File: src/rtl/axis_cic_decimator.sv
// -----------------------------------------------------------------------------
// axis_cic_decimator
//
// Purpose:
//    Receive-side decoder for a 1-bit sigma-delta bitstream. Each accepted bit
//    is mapped to +1 / -1. The result is filtered by an ORDER-stage CIC
//    decimator with ratio R = 2**DECIM_LOG2. The filter output is scaled and
//    saturated to WIDTH-bit signed PCM, then presented on an AXI-Stream master.
//
// Ports:
//    aclk                in   1      clock
//    arst                in   1      asynchronous reset, active-high
//                                    (asserted asynchronously, released on aclk)
//    s_axis_data_tdata   in   1      bitstream sample (1 -> +1, 0 -> -1)
//    s_axis_data_tvalid  in   1      input sample valid
//    s_axis_data_tready  out  1      block can accept an input sample
//    m_axis_data_tdata   out  WIDTH  decimated sample, signed
//    m_axis_data_tvalid  out  1      output sample valid
//    m_axis_data_tready  in   1      downstream accepts output
//
// Parameters:
//    WIDTH       output sample width
//    ORDER       number of integrator and comb stages (1..5)
//    DECIM_LOG2  log2 of the decimation ratio
// -----------------------------------------------------------------------------
module axis_cic_decimator #(
   parameter int WIDTH      = 16,
   parameter int ORDER      = 3,
   parameter int DECIM_LOG2 = 6
) (
   input  logic             aclk,
   input  logic             arst,
   input  logic             s_axis_data_tdata,
   input  logic             s_axis_data_tvalid,
   output logic             s_axis_data_tready,
   output logic [WIDTH-1:0] m_axis_data_tdata,
   output logic             m_axis_data_tvalid,
   input  logic             m_axis_data_tready
);

   // Bit growth of the CIC is ORDER*log2(R). Two extra bits hold the signed
   // full-scale value of +/-R**ORDER without ambiguity.
   localparam int GROWTH = ORDER * DECIM_LOG2;
   localparam int ACC_W  = GROWTH + 2;
   localparam int SHIFT  = GROWTH + 1 - WIDTH;

   localparam logic [DECIM_LOG2-1:0] PHASE_LAST = {DECIM_LOG2{1'b1}};

   localparam logic signed [ACC_W-1:0] SAT_MAX =
      {{(ACC_W-WIDTH+1){1'b0}}, {(WIDTH-1){1'b1}}};
   localparam logic signed [ACC_W-1:0] SAT_MIN =
      {{(ACC_W-WIDTH+1){1'b1}}, {(WIDTH-1){1'b0}}};

   generate
      if (GROWTH + 1 < WIDTH) begin : gen_width_check
         $error("axis_cic_decimator: ORDER*DECIM_LOG2+1 must be >= WIDTH");
      end
      if (ORDER < 1 || ORDER > 5) begin : gen_order_check
         $error("axis_cic_decimator: ORDER must be in 1..5");
      end
   endgenerate

   // ---------------------------------------------------------------------------
   // Registers and wires
   // ---------------------------------------------------------------------------
   logic [DECIM_LOG2-1:0] r_phase;
   logic [ACC_W-1:0]      r_int [ORDER];
   logic [ACC_W-1:0]      r_dly [ORDER];
   logic [WIDTH-1:0]      r_tdata;
   logic                  r_tvalid;

   logic                  w_s_tready;
   logic                  w_s_hs;
   logic                  w_strobe;
   logic                  w_m_hs;
   logic [ACC_W-1:0]      w_x;
   logic [ACC_W-1:0]      w_comb_in [ORDER];
   logic [ACC_W-1:0]      w_comb_out;
   logic signed [ACC_W-1:0] w_scaled;
   logic [WIDTH-1:0]      w_sat;

   // ---------------------------------------------------------------------------
   // Handshakes
   // ---------------------------------------------------------------------------
   // Input stalls only when the sample about to be accepted would fire the
   // decimation strobe while the output register is still occupied and is
   // not being drained this cycle.
   assign w_s_tready = ~arst &
                       ~((r_phase == PHASE_LAST) & r_tvalid & ~m_axis_data_tready);
   assign w_s_hs     = s_axis_data_tvalid & w_s_tready;
   assign w_strobe   = w_s_hs & (r_phase == PHASE_LAST);
   assign w_m_hs     = r_tvalid & m_axis_data_tready;

   // Bit 1 maps to +1 and bit 0 maps to -1 (all ones in two's complement).
   assign w_x = s_axis_data_tdata ? ACC_W'(1) : {ACC_W{1'b1}};

   // ---------------------------------------------------------------------------
   // Phase counter: wraps naturally from R-1 to 0
   // ---------------------------------------------------------------------------
   always_ff @(posedge aclk or posedge arst) begin
      if (arst) begin
         r_phase <= '0;
      end else if (w_s_hs) begin
         r_phase <= r_phase + 1'b1;
      end
   end

   // ---------------------------------------------------------------------------
   // Integrator cascade. Each stage adds the previous stage's registered
   // value, so the cascade is pipelined by one sample per stage. Wrap-around
   // modulo 2**ACC_W is intended; the comb section cancels it.
   // ---------------------------------------------------------------------------
   always_ff @(posedge aclk or posedge arst) begin
      if (arst) begin
         for (int k = 0; k < ORDER; k++) begin
            r_int[k] <= '0;
         end
      end else if (w_s_hs) begin
         r_int[0] <= r_int[0] + w_x;
         for (int k = 1; k < ORDER; k++) begin
            r_int[k] <= r_int[k] + r_int[k-1];
         end
      end
   end

   // ---------------------------------------------------------------------------
   // Comb section, combinational within the strobe cycle. The chain is
   // unrolled in one process so each stage sees the previous difference.
   // ---------------------------------------------------------------------------
   always_comb begin
      w_comb_in  = '{default: '0};
      w_comb_out = r_int[ORDER-1];
      for (int k = 0; k < ORDER; k++) begin
         w_comb_in[k] = w_comb_out;
         w_comb_out   = w_comb_out - r_dly[k];
      end
   end

   // Each comb delay remembers its own input from the previous strobe.
   always_ff @(posedge aclk or posedge arst) begin
      if (arst) begin
         for (int k = 0; k < ORDER; k++) begin
            r_dly[k] <= '0;
         end
      end else if (w_strobe) begin
         for (int k = 0; k < ORDER; k++) begin
            r_dly[k] <= w_comb_in[k];
         end
      end
   end

   // ---------------------------------------------------------------------------
   // Scaling and saturation. Full scale +R**ORDER is exactly one LSB above
   // the positive limit after the shift, so it clips to the maximum code.
   // ---------------------------------------------------------------------------
   assign w_scaled = $signed(w_comb_out) >>> SHIFT;

   always_comb begin
      w_sat = w_scaled[WIDTH-1:0];
      if (w_scaled > SAT_MAX) begin
         w_sat = SAT_MAX[WIDTH-1:0];
      end else if (w_scaled < SAT_MIN) begin
         w_sat = SAT_MIN[WIDTH-1:0];
      end
   end

   // ---------------------------------------------------------------------------
   // Output register. A strobe takes priority over a drain, which covers a
   // strobe and an accept in the same cycle: the old sample leaves and the
   // new one loads with valid staying high.
   // ---------------------------------------------------------------------------
   always_ff @(posedge aclk or posedge arst) begin
      if (arst) begin
         r_tvalid <= 1'b0;
         r_tdata  <= '0;
      end else if (w_strobe) begin
         r_tvalid <= 1'b1;
         r_tdata  <= w_sat;
      end else if (w_m_hs) begin
         r_tvalid <= 1'b0;
      end
   end

   assign s_axis_data_tready = w_s_tready;
   assign m_axis_data_tvalid = r_tvalid;
   assign m_axis_data_tdata  = r_tdata;

endmodule

File: config.mk
export PLATFORM = sky130hd
export DESIGN_NAME = axis_cic_decimator
export DESIGN_NICKNAME = d
export VERILOG_FILES = /design/src/rtl/axis_cic_decimator.sv
export SDC_FILE = /design/constraint.sdc
export NUM_CORES = 1
export LEC_CHECK = 0
export ABC_AREA = 0
export ABC_CLOCK_PERIOD_IN_PS = 7200
export BUFFER_PORTS_ARGS = -buffer_cell sky130_fd_sc_hd__buf_4
export CORE_UTILIZATION = 25
export DETAILED_ROUTE_END_ITERATION = 10
export SLEW_MARGIN = 20
export SYNTH_ARGS = -nofsm -noshare
export SYNTH_HDL_FRONTEND = slang
export SYNTH_SLANG_ARGS = --single-unit
File: constraint.sdc
create_clock -name aclk -period 7.2 [get_ports aclk]
set_input_delay 1.44 -clock aclk [delete_from_list [all_inputs] [get_ports aclk]]
set_output_delay 1.44 -clock aclk [all_outputs]
set_load 0.05 [all_outputs]
==> results of run 1 <==
-- final cells by class --
type | count | area, sq um
Sequential cell | 143 | 3580
Multi-Input combinational cell | 945 | 6390
Fill cell | 4319 | 29200
Clock inverter | 12 | 134
Clock buffer | 20 | 457
Tap cell | 532 | 666
Inverter | 88 | 335
Timing Repair Buffer | 26 | 195
-- cells by family (layout without fill, tap and decap cells) --
| kind of cell | count (synthesis) | after routing | share of synthesized area [%] |
|---|---|---|---|
| and+or+nand+nor | 381 | 381 | 17.0 |
| adders and majority gates | 118 | 118 | 14.5 |
| buffers and inverters | 119 | 146 | 4.44 |
| xor gates and xnor gates | 92 | 92 | 7.89 |
| DFF | 143 | 143 | 34.3 |
| AOI/OAI and AO/OA | 349 | 349 | 21.3 |
| muxes | 5 | 5 | 0.528 |
-- cells in the final DEF (no fill, tap or decap), types with 6 or more instances in the layout --
cell type,count
or3_1,25
nand3_1,23
o21a_1,17
and3_1,9
ha_1,113
a21oi_1,73
buf_4,26
a31oi_1,7
a211oi_1,6
clkbuf_16,17
nand2b_1,8
nor2_1,69
xor2_1,41
o41ai_1,6
nor2b_1,15
nor3_1,27
o21ai_1,6
nand2_1,168
o21ai_0,136
nand4_1,6
o31ai_1,7
dfrtp_1,143
inv_1,87
a21o_1,33
xnor2_1,50
-- routing by layer --
metal | routed length [um] | share of wire (%)
met1 | 9670 | 49
met2 | 9420 | 48
met3 | 433 | 2.2
met4 | 226 | 1.1
met5 | 0 | 0
-- per-stage QoR --
stage,cells,cell area [sq um],total power (W)
finish,1766,11800,0.00580
global route,1766,11800,0.00640
CTS,1766,11800,0.00585
detailed placement,1734,11200,0.00493
global placement,1734,11200,0.00482
floorplan,1207,10400,0.00429
-- report_power, final --
part	internal (W)	total, W	switching (W)	leakage (nW)
clock	0.000531	0.000883	0.000353	0.287
combinational	0.00170	0.00372	0.00202	3.56
sequential	0.000999	0.00120	0.000197	1.70
total	0.00323	0.00580	0.00257	5.55
-- flip-flops by register name, indices dropped and copies added (netlist names) --
name                flops
r_phase                 6
r_int                  60
r_dly                  60
m_axis_data_tvalid      1
m_axis_data_tdata      16
-- worst paths after layout --
| check | endpoint | cells after the start | startpoint |
|---|---|---|---|
| max in group asynchronous | r_dly[43] | 3 | arst |
| worst max register to register | m_axis_data_tdata[14] | 30 | r_int[0] |
| worst min register to register | r_phase[5] | 1 | r_phase[5] |
| min in group asynchronous | r_phase[1] | 2 | arst |
| worst min-delay path | r_phase[5] | 1 | r_phase[5] |
| worst max-delay path | m_axis_data_tdata[14] | 30 | r_int[0] |
-- critical path, delay by kind of cell (launching register included) --
kind                     cells  cell delay [ns]
AO/OA/AOI/OAI               16             2.48
buffers and inverters        1             0.07
XOR/XNOR                     1             0.14
flip-flops                   1             0.35
adder cells (fa/ha/maj)      4             1.37
AND/OR/NAND/NOR              8             1.72
==> impl_metrics.csv, run 1 <==
group,metric,value,unit
clocking,clkTransAtPathRegs,0.06,ns
die,die_w,206,um
clocking,htreeDepth,4,
placed_design,portBuffers,22,
critical_path,start_kind,"flip-flop",
critical_path,critical_path.max_fanout,15,
critical_path,cp.arrival,6.56,ns
sta,tns,0,ns
pwr,vdd_ir_drop_max,0.171,mV
final_layout,syn_to_final_growth,12.8,%
die,boundaryPins,23,
detailed_routing,first_iter_violations,413,
detailed_routing,first_pass_iters,5,
clocking,clk_root_buffer_cell,"clkbuf_16",
detailed_routing,wl,19800,um
sta,grt_setup_unrepaired,"no",
critical_path,r2r_setup_slack,0.91,ns
sta,maxSlewHeadroom,30.7,%
sta,min_period,6.29,ns
critical_path,crit_required,7.47,ns
logic_synthesis,ys_seq_area_share,34.3,%
global_route,grt_first_pass_wirelength,35100,um
logic_synthesis,ys_types,78,
die,die_area,0.0425,sq mm
logic_synthesis,synthArstFlopShare,100,%
pwr,p_leak,5.55,nW
critical_path,critical_path_class,"reg2reg",
detailed_routing,wl_per_cell,11.2,um
final_layout,drive_above_1_share,7.86,%
global_route,met1_usage,12.4,%
logic_synthesis,synth_nets,1330,
die,start_util,25.5,%
global_route,grt_start_max_net_pins,118,
clocking,cts-hold-fix-buffers,0,
global_route,grt_remaining_overflow,0,
final_layout,fin_nets,1344,
global_route,antenna_found_initial,0,
logic_synthesis,syn-cell-area,0.0104,sq mm
pwr,powerDensity,493,mW/mm^2
clocking,post-cts-setup-buffers,0,
logic_synthesis,synth_area_leaders,"dfrtp_1, ha_1, o21ai_0, nand2_1, xnor2_1",
logic_synthesis,synth-main-ff-cell,"dfrtp_1",
logic_synthesis,postSynthCellCount,1207,
placed_design,dpl.hpwl,14500,um
logic_synthesis,synth_warnings,0,
detailed_routing,drt-vias-per-instance,4.53,
clocking,ctsResizeCount,0,
die,fp.dieH,206,um
clocking,cts_num_sinks,143,
global_route,grt_busiest_layer,"met2",
detailed_routing,vias,7992,
global_route,grt_pass1_vias,7831,
critical_path,slowest_delay,0.78,ns
outcome,status,"complete, no violations",
sta,hold_viol_final,0,
sta,setup-violations-final,0,
sta,hold_slack,0.474,ns
logic_synthesis,synth_top_area_share,34.3,%
clocking,clk_path_buf_depth,2,
sta,finalMaxSlewViolations,0,
die,num_rows,74,
detailed_routing,drcViolationCount,0,
final_layout,diodes,0,
sta,worst_pin_slew,1.04,ns
detailed_routing,ant_nets,0,
clocking,numCtsBuffers,17,
logic_synthesis,synth_top_cell_by_area,"dfrtp_1",
logic_synthesis,synthTopCellsByCount,"nand2_1, dfrtp_1, o21ai_0",
final_layout,final_util,28.7,%
global_route,grtUsageMet3,1.77,%
sta,skew,0.0102,ns
run,cap_violations,0,
placed_design,gp_congestion,0.761,
logic_synthesis,yosysMostFrequentCell,"nand2_1",
clocking,clk_latency,0.43,ns
logic_synthesis,synth_edf_count,0,
global_route,grt_usage,9.83,%
logic_synthesis,avgSynthCellArea,8.63,sq um
critical_path,critical_path.most_common_cell,"a21oi_1",
sta,post-route-period-util,87.4,%
die,core_area,0.0409,sq mm
placed_design,dpl_worst_slack,0.935,ns
clocking,tritoncts,"built",
sta,fmax,0.159,GHz
sta,post-route-worst-setup-slack,0.910,ns
critical_path,slowest_stage,"nor4_2",
worst_hold_path,min_path_type,"reg2reg",
critical_path,end_kind,"flip-flop",
global_route,grt_use_met2,17.0,%
logic_synthesis,ys_ff_latch,143,
Power figures use the tool's default switching activity.
==> run 2: changes to the inputs <==
- ABC_AREA: 0 -> 1
==> run 2 against run 1 <==
Register-to-register slack better by 0.89 ns. Core utilization down 0.062 points. Final cell count up 18%. Flip-flop and latch count unchanged. Worst setup slack better by 0.89 ns. Maximum frequency up 16%. Cell area up 4.8%. Largest cell class unchanged. Highest routed layer unchanged.
==> impl_metrics.csv, run 2 <==
group,metric,value,unit
logic_synthesis,postSynthCellCount,1461,
logic_synthesis,synth-main-ff-cell,"dfrtp_1",
critical_path,cp.arrival,5.73,ns
sta,grt_setup_unrepaired,"no",
logic_synthesis,synth_top_cell_by_area,"dfrtp_1",
global_route,grt_usage,12.2,%
global_route,grt_first_pass_wirelength,44200,um
global_route,grt_pass1_vias,9187,
placed_design,portBuffers,22,
sta,post-route-period-util,75.1,%
final_layout,diodes,0,
die,fp.dieH,211,um
worst_hold_path,min_path_type,"reg2reg",
logic_synthesis,yosysMostFrequentCell,"nand2_1",
logic_synthesis,synth_top_area_share,32.9,%
clocking,clk_latency,0.44,ns
critical_path,cp_top_family,"compound AO/OA/AOI/OAI gates",
outcome,status,"complete, no violations",
sta,worst_pin_slew,0.905,ns
die,start_util,25.3,%
critical_path,ff2ff_path_depth,30,
detailed_routing,drt-vias-per-instance,4.52,
placed_design,placed_area,0.0117,sq mm
logic_synthesis,synthTopCellsByCount,"nand2_1, inv_1, o21ai_0",
final_layout,fin_nets,1601,
sta,skew,0.0124,ns
clocking,ctsResizeCount,0,
final_layout,mostFrequentLayoutCell,"nand2_1",
placed_design,gp_congestion,0.875,
sta,tns,0,ns
sta,post-route-worst-setup-slack,1.80,ns
final_layout,fillCellCount,4665,
pwr,powerDensity,455,mW/mm^2
placed_design,dpl.hpwl,19600,um
logic_synthesis,synth_edf_count,0,
critical_path,start_kind,"flip-flop",
placed_design,dpl_worst_slack,1.87,ns
critical_path,critical_path.max_fanout,15,
final_layout,final_util,28.7,%
clocking,numCtsBuffers,17,
logic_synthesis,synth_nets,1584,
final_layout,regArea,0.00358,sq mm
critical_path,critical_path.most_common_cell,"nand2_1",
clocking,htreeDepth,4,
critical_path,slowest_stage,"dfrtp_1",
critical_path,crit_buf_inv,2,
logic_synthesis,synth_area_leaders,"dfrtp_1, nand2_1, ha_1, o21ai_0, inv_1",
sta,fmax,0.185,GHz
detailed_routing,wl,25700,um
critical_path,slowest_delay,0.42,ns
sta,maxSlewHeadroom,39.6,%
critical_path,critPathLaunch,"r_int[3]",
final_layout,syn_to_final_growth,13.1,%
die,core_area,0.0430,sq mm
final_layout,drive_above_1_share,6.64,%
final_layout,final_cell_mix,"nand2_1, inv_1, o21ai_0",
global_route,grt_start_max_net_pins,91,
detailed_routing,ant_nets,0,
detailed_routing,vias,9378,
clocking,post-cts-setup-buffers,0,
logic_synthesis,synth_warnings,0,
critical_path,end_kind,"flip-flop",
detailed_routing,first_pass_iters,6,
critical_path,critical_path_class,"reg2reg",
final_layout,multi_input_area,0.00652,sq mm
critical_path,cp.depth,30,
critical_path,r2r_setup_slack,1.80,ns
sta,min_period,5.40,ns
clocking,tritoncts,"built",
final_layout,fin_area,0.0123,sq mm
logic_synthesis,syn-cell-area,0.0109,sq mm
die,die_w,211,um
global_route,grt_remaining_overflow,0,
critical_path,rr_endpoint,"m_axis_data_tdata[2]",
die,num_rows,76,
global_route,antenna_found_initial,0,
detailed_routing,first_iter_violations,517,
logic_synthesis,ys_types,49,
sta,finalMaxSlewViolations,0,
detailed_routing,wl_per_cell,12.4,um
die,die_area,0.0444,sq mm
clocking,clk_path_buf_depth,2,
clocking,cts_num_sinks,143,
clocking,clkTransAtPathRegs,0.07,ns
logic_synthesis,avgSynthCellArea,7.45,sq um
detailed_routing,drcViolationCount,0,
sta,hold_viol_final,0,
clocking,cts-hold-fix-buffers,0,
logic_synthesis,synthArstFlopShare,100,%
sta,setup-violations-final,0,
pwr,vdd_ir_drop_max,0.210,mV
critical_path,crit_required,7.52,ns
run,cap_violations,0,
logic_synthesis,ys_ff_latch,143,
critical_path,cp-endpoint,"m_axis_data_tdata[2]",
critical_path,timing.rr.start,"r_int[3]",
logic_synthesis,ys_seq_area_share,32.9,%
clocking,clk_root_buffer_cell,"clkbuf_16",
die,boundaryPins,23,
pwr,p_leak,6.18,nW
[run 2: worst min path at each step]
stage / from / cells past startpoint / end / slack, ns
2_1_floorplan: r_phase[5] / 1 / r_phase[5] / 0.45
3_3_place_gp: r_phase[5] / 1 / r_phase[5] / 0.46
3_5_place_dp: r_phase[5] / 1 / r_phase[5] / 0.47
4_1_cts: r_phase[5] / 1 / r_phase[5] / 0.48
5_1_grt: r_dly[54] / 2 / r_dly[54] / 0.50
6_report: r_phase[5] / 1 / r_phase[5] / 0.47
[run 2: cell families (layout without fill, tap and decap cells)]
kind of cell | after synthesis | after routing | synth area share, %
compound gates | 329 | 329 | 16.5
buf+inv | 204 | 234 | 7.30
simple gates | 582 | 582 | 22.7
fa+ha+maj | 118 | 118 | 13.9
xor+xnor | 85 | 85 | 6.84
flops | 143 | 143 | 32.9
[run 2: per-layer routing]
layer  part of all wire [%]  track usage, %  wire [um]  vias up
li1                       -               -          -     4896
met1                     49            15.8      12700     4331
met2                     46            20.5      11900      114
met3                    2.7            2.16        683       37
met4                    2.0            4.10        519        0
met5                      0               0          0        -
[run 2: stage by stage]
| stage | total power (W) | instances | hold WS [ns] |
|---|---|---|---|
| final | 0.00560 | 2076 | 0.474 |
| after global placement | 0.00458 | 2044 | 0.463 |
| after detailed placement | 0.00464 | 2044 | 0.466 |
| after floorplan | 0.00394 | 1461 | 0.446 |
| after CTS | 0.00562 | 2076 | 0.478 |
| after global routing | 0.00617 | 2076 | 0.497 |
[run 2: cell type report]
type	instances	area share, %
Multi-Input combinational cell	1114	52.9
Sequential cell	143	29.0
Tap cell	585	5.94
Inverter	174	5.34
Clock buffer	20	3.79
Timing Repair Buffer	28	1.71
Clock inverter	12	1.26
[run 2: where the power goes]
| part | internal [W] | total [W] | switching (W) | leakage (nW) |
|---|---|---|---|---|
| Combinational | 0.00129 | 0.00344 | 0.00215 | 4.21 |
| Sequential | 0.000988 | 0.00120 | 0.000215 | 1.67 |
| Clock | 0.000575 | 0.000954 | 0.000379 | 0.303 |
| Total | 0.00286 | 0.00560 | 0.00274 | 6.18 |
==> run 3: changes to the inputs <==
- ABC_AREA: 1 -> 0
- ABC_CLOCK_PERIOD_IN_PS: 7200 -> 5500
- clock period: 7.2 -> 5.5 ns (I/O delays scaled with it)
==> run 3 against run 2 <==
Sequential share of layout area rose by 0.25 points. Flip-flop and latch count did not move. Clock skew fell by 0.0020 ns. Final cell count fell by 13%. Global-route usage fell by 2.2 points. Non-clock buffer count rose by 44. Worst setup slack got worse by 1.7 ns. First-iteration DRC count fell by 10%.
==> impl_metrics.csv, run 3 (synthesis results as in run 1) <==
group,metric,value,unit
critical_path,crit_required,5.85,ns
critical_path,start_kind,"flip-flop",
sta,min_period,5.42,ns
critical_path,r2r_setup_slack,0.08,ns
clocking,cts-hold-fix-buffers,0,
detailed_routing,first_pass_iters,5,
detailed_routing,drt-vias-per-instance,4.54,
sta,maxSlewHeadroom,34.8,%
detailed_routing,vias,8222,
die,core_area,0.0409,sq mm
critical_path,end_kind,"flip-flop",
sta,skew,0.0104,ns
final_layout,final_cells,1811,
die,fp.dieH,206,um
clocking,numCtsBuffers,17,
detailed_routing,ant_nets,0,
critical_path,cp.arrival,5.77,ns
sta,finalMaxSlewViolations,0,
sta,setup-violations-final,0,
final_layout,final_cell_mix,"nand2_1, dfrtp_1, o21ai_0",
placed_design,dpl.hpwl,14800,um
critical_path,slowest_delay,0.51,ns
clocking,clk_root_buffer_cell,"clkbuf_16",
pwr,p_leak,5.79,nW
global_route,grt_start_max_net_pins,117,
final_layout,mostFrequentLayoutCell,"nand2_1",
final_layout,drive_above_1_share,12.5,%
pwr,vdd_ir_drop_max,0.299,mV
die,die_w,206,um
final_layout,final_util,29.8,%
run,cap_violations,0,
critical_path,critical_path_class,"reg2reg",
final_layout,regArea,0.00358,sq mm
clocking,htreeDepth,4,
final_layout,diodes,0,
die,num_rows,74,
critical_path,slowest_stage,"or4_1",
pwr,powerDensity,669,mW/mm^2
clocking,clk_latency,0.42,ns
clocking,clk_path_buf_depth,2,
clocking,tritoncts,"built",
global_route,grt_remaining_overflow,0,
sta,worst_pin_slew,0.978,ns
detailed_routing,wl,20300,um
critical_path,critical_path.most_common_cell,"o21ai_2",
detailed_routing,drcViolationCount,0,
detailed_routing,wl_per_cell,11.2,um
final_layout,multi_input_area,0.00648,sq mm
clocking,cts_num_sinks,143,
die,boundaryPins,23,
worst_hold_path,min_path_type,"reg2reg",
sta,hold_viol_final,0,
global_route,antenna_found_initial,0,
placed_design,portBuffers,22,
outcome,status,"complete, no violations",
sta,tns,0,ns
sta,post-route-period-util,98.6,%
critical_path,critical_path.max_fanout,4,
final_layout,fin_nets,1390,
placed_design,dp.cells,1771,
sta,fmax,0.184,GHz
global_route,grt_pass1_vias,7929,
clocking,clkTransAtPathRegs,0.06,ns
final_layout,fillCellCount,4217,
detailed_routing,first_iter_violations,463,
die,die_area,0.0425,sq mm
placed_design,gp_congestion,0.780,
final_layout,fin_area,0.0122,sq mm
sta,grt_setup_unrepaired,"yes",
sta,hold_slack,0.477,ns
die,start_util,25.5,%
global_route,grt_first_pass_wirelength,35600,um
global_route,grt_usage,10.0,%
final_layout,syn_to_final_growth,17.2,%
placed_design,placed_area,0.0115,sq mm
## run 3: worst max-delay path: cells and delay by family (launching register included)
kind                     cells  cell delay, ns
AO/OA/AOI/OAI               18            2.53
adder cells (fa/ha/maj)      4            1.13
AND/OR/NAND/NOR              6            0.97
flip-flops                   1            0.40
XOR/XNOR                     1            0.19
buffers and inverters        1            0.13
## run 3: layout make-up
type,count,area share (%)
clock buffers,21,3.77
multi-input cells,945,53.0
flip-flops and latches,143,29.3
repair buffers,72,4.79
clock inverters,10,0.922
well taps,532,5.45
inverters,88,2.75
## run 3: metal layers
metal | global-route usage, % | up-vias | routed length, um
met5 | 0 | - | 0
met3 | 2.00 | 17 | 401
met1 | 12.1 | 3782 | 9820
li1 | - | 4365 | -
met2 | 17.9 | 58 | 9820
met4 | 2.84 | 0 | 260
## run 3: final timing paths
kind                             from               endpoint  cells after the start
max in group asynchronous        arst              r_int[25]                      3
max                         r_dly[40]  m_axis_data_tdata[13]                     30
min                        r_phase[4]             r_phase[4]                      1
max reg2reg                 r_dly[40]  m_axis_data_tdata[13]                     30
min reg2reg                r_phase[4]             r_phase[4]                      1
min in group asynchronous        arst              r_int[37]                      2
## run 3: what timing repair did
item                                    CTS  global route
pin swaps                                 9            19
setup buffers                             2            10
endpoints found under the setup margin   15            16
gates resized for setup                  11            21
## run 3: through the flow
step	setup slack [ns]	power, W
finish	0.0763	0.00818
CTS	0.0000555	0.00802
floorplan	0.111	0.00562
global route	-0.279	0.00899
global placement	-0.0885	0.00660
detailed placement	-0.182	0.00672
## run 3: where the power goes
part / switching (W) / internal [W] / leakage, nW
clock network: 0.000442 / 0.000687 / 0.279
registers: 0.000252 / 0.00131 / 1.70
logic: 0.00282 / 0.00267 / 3.82
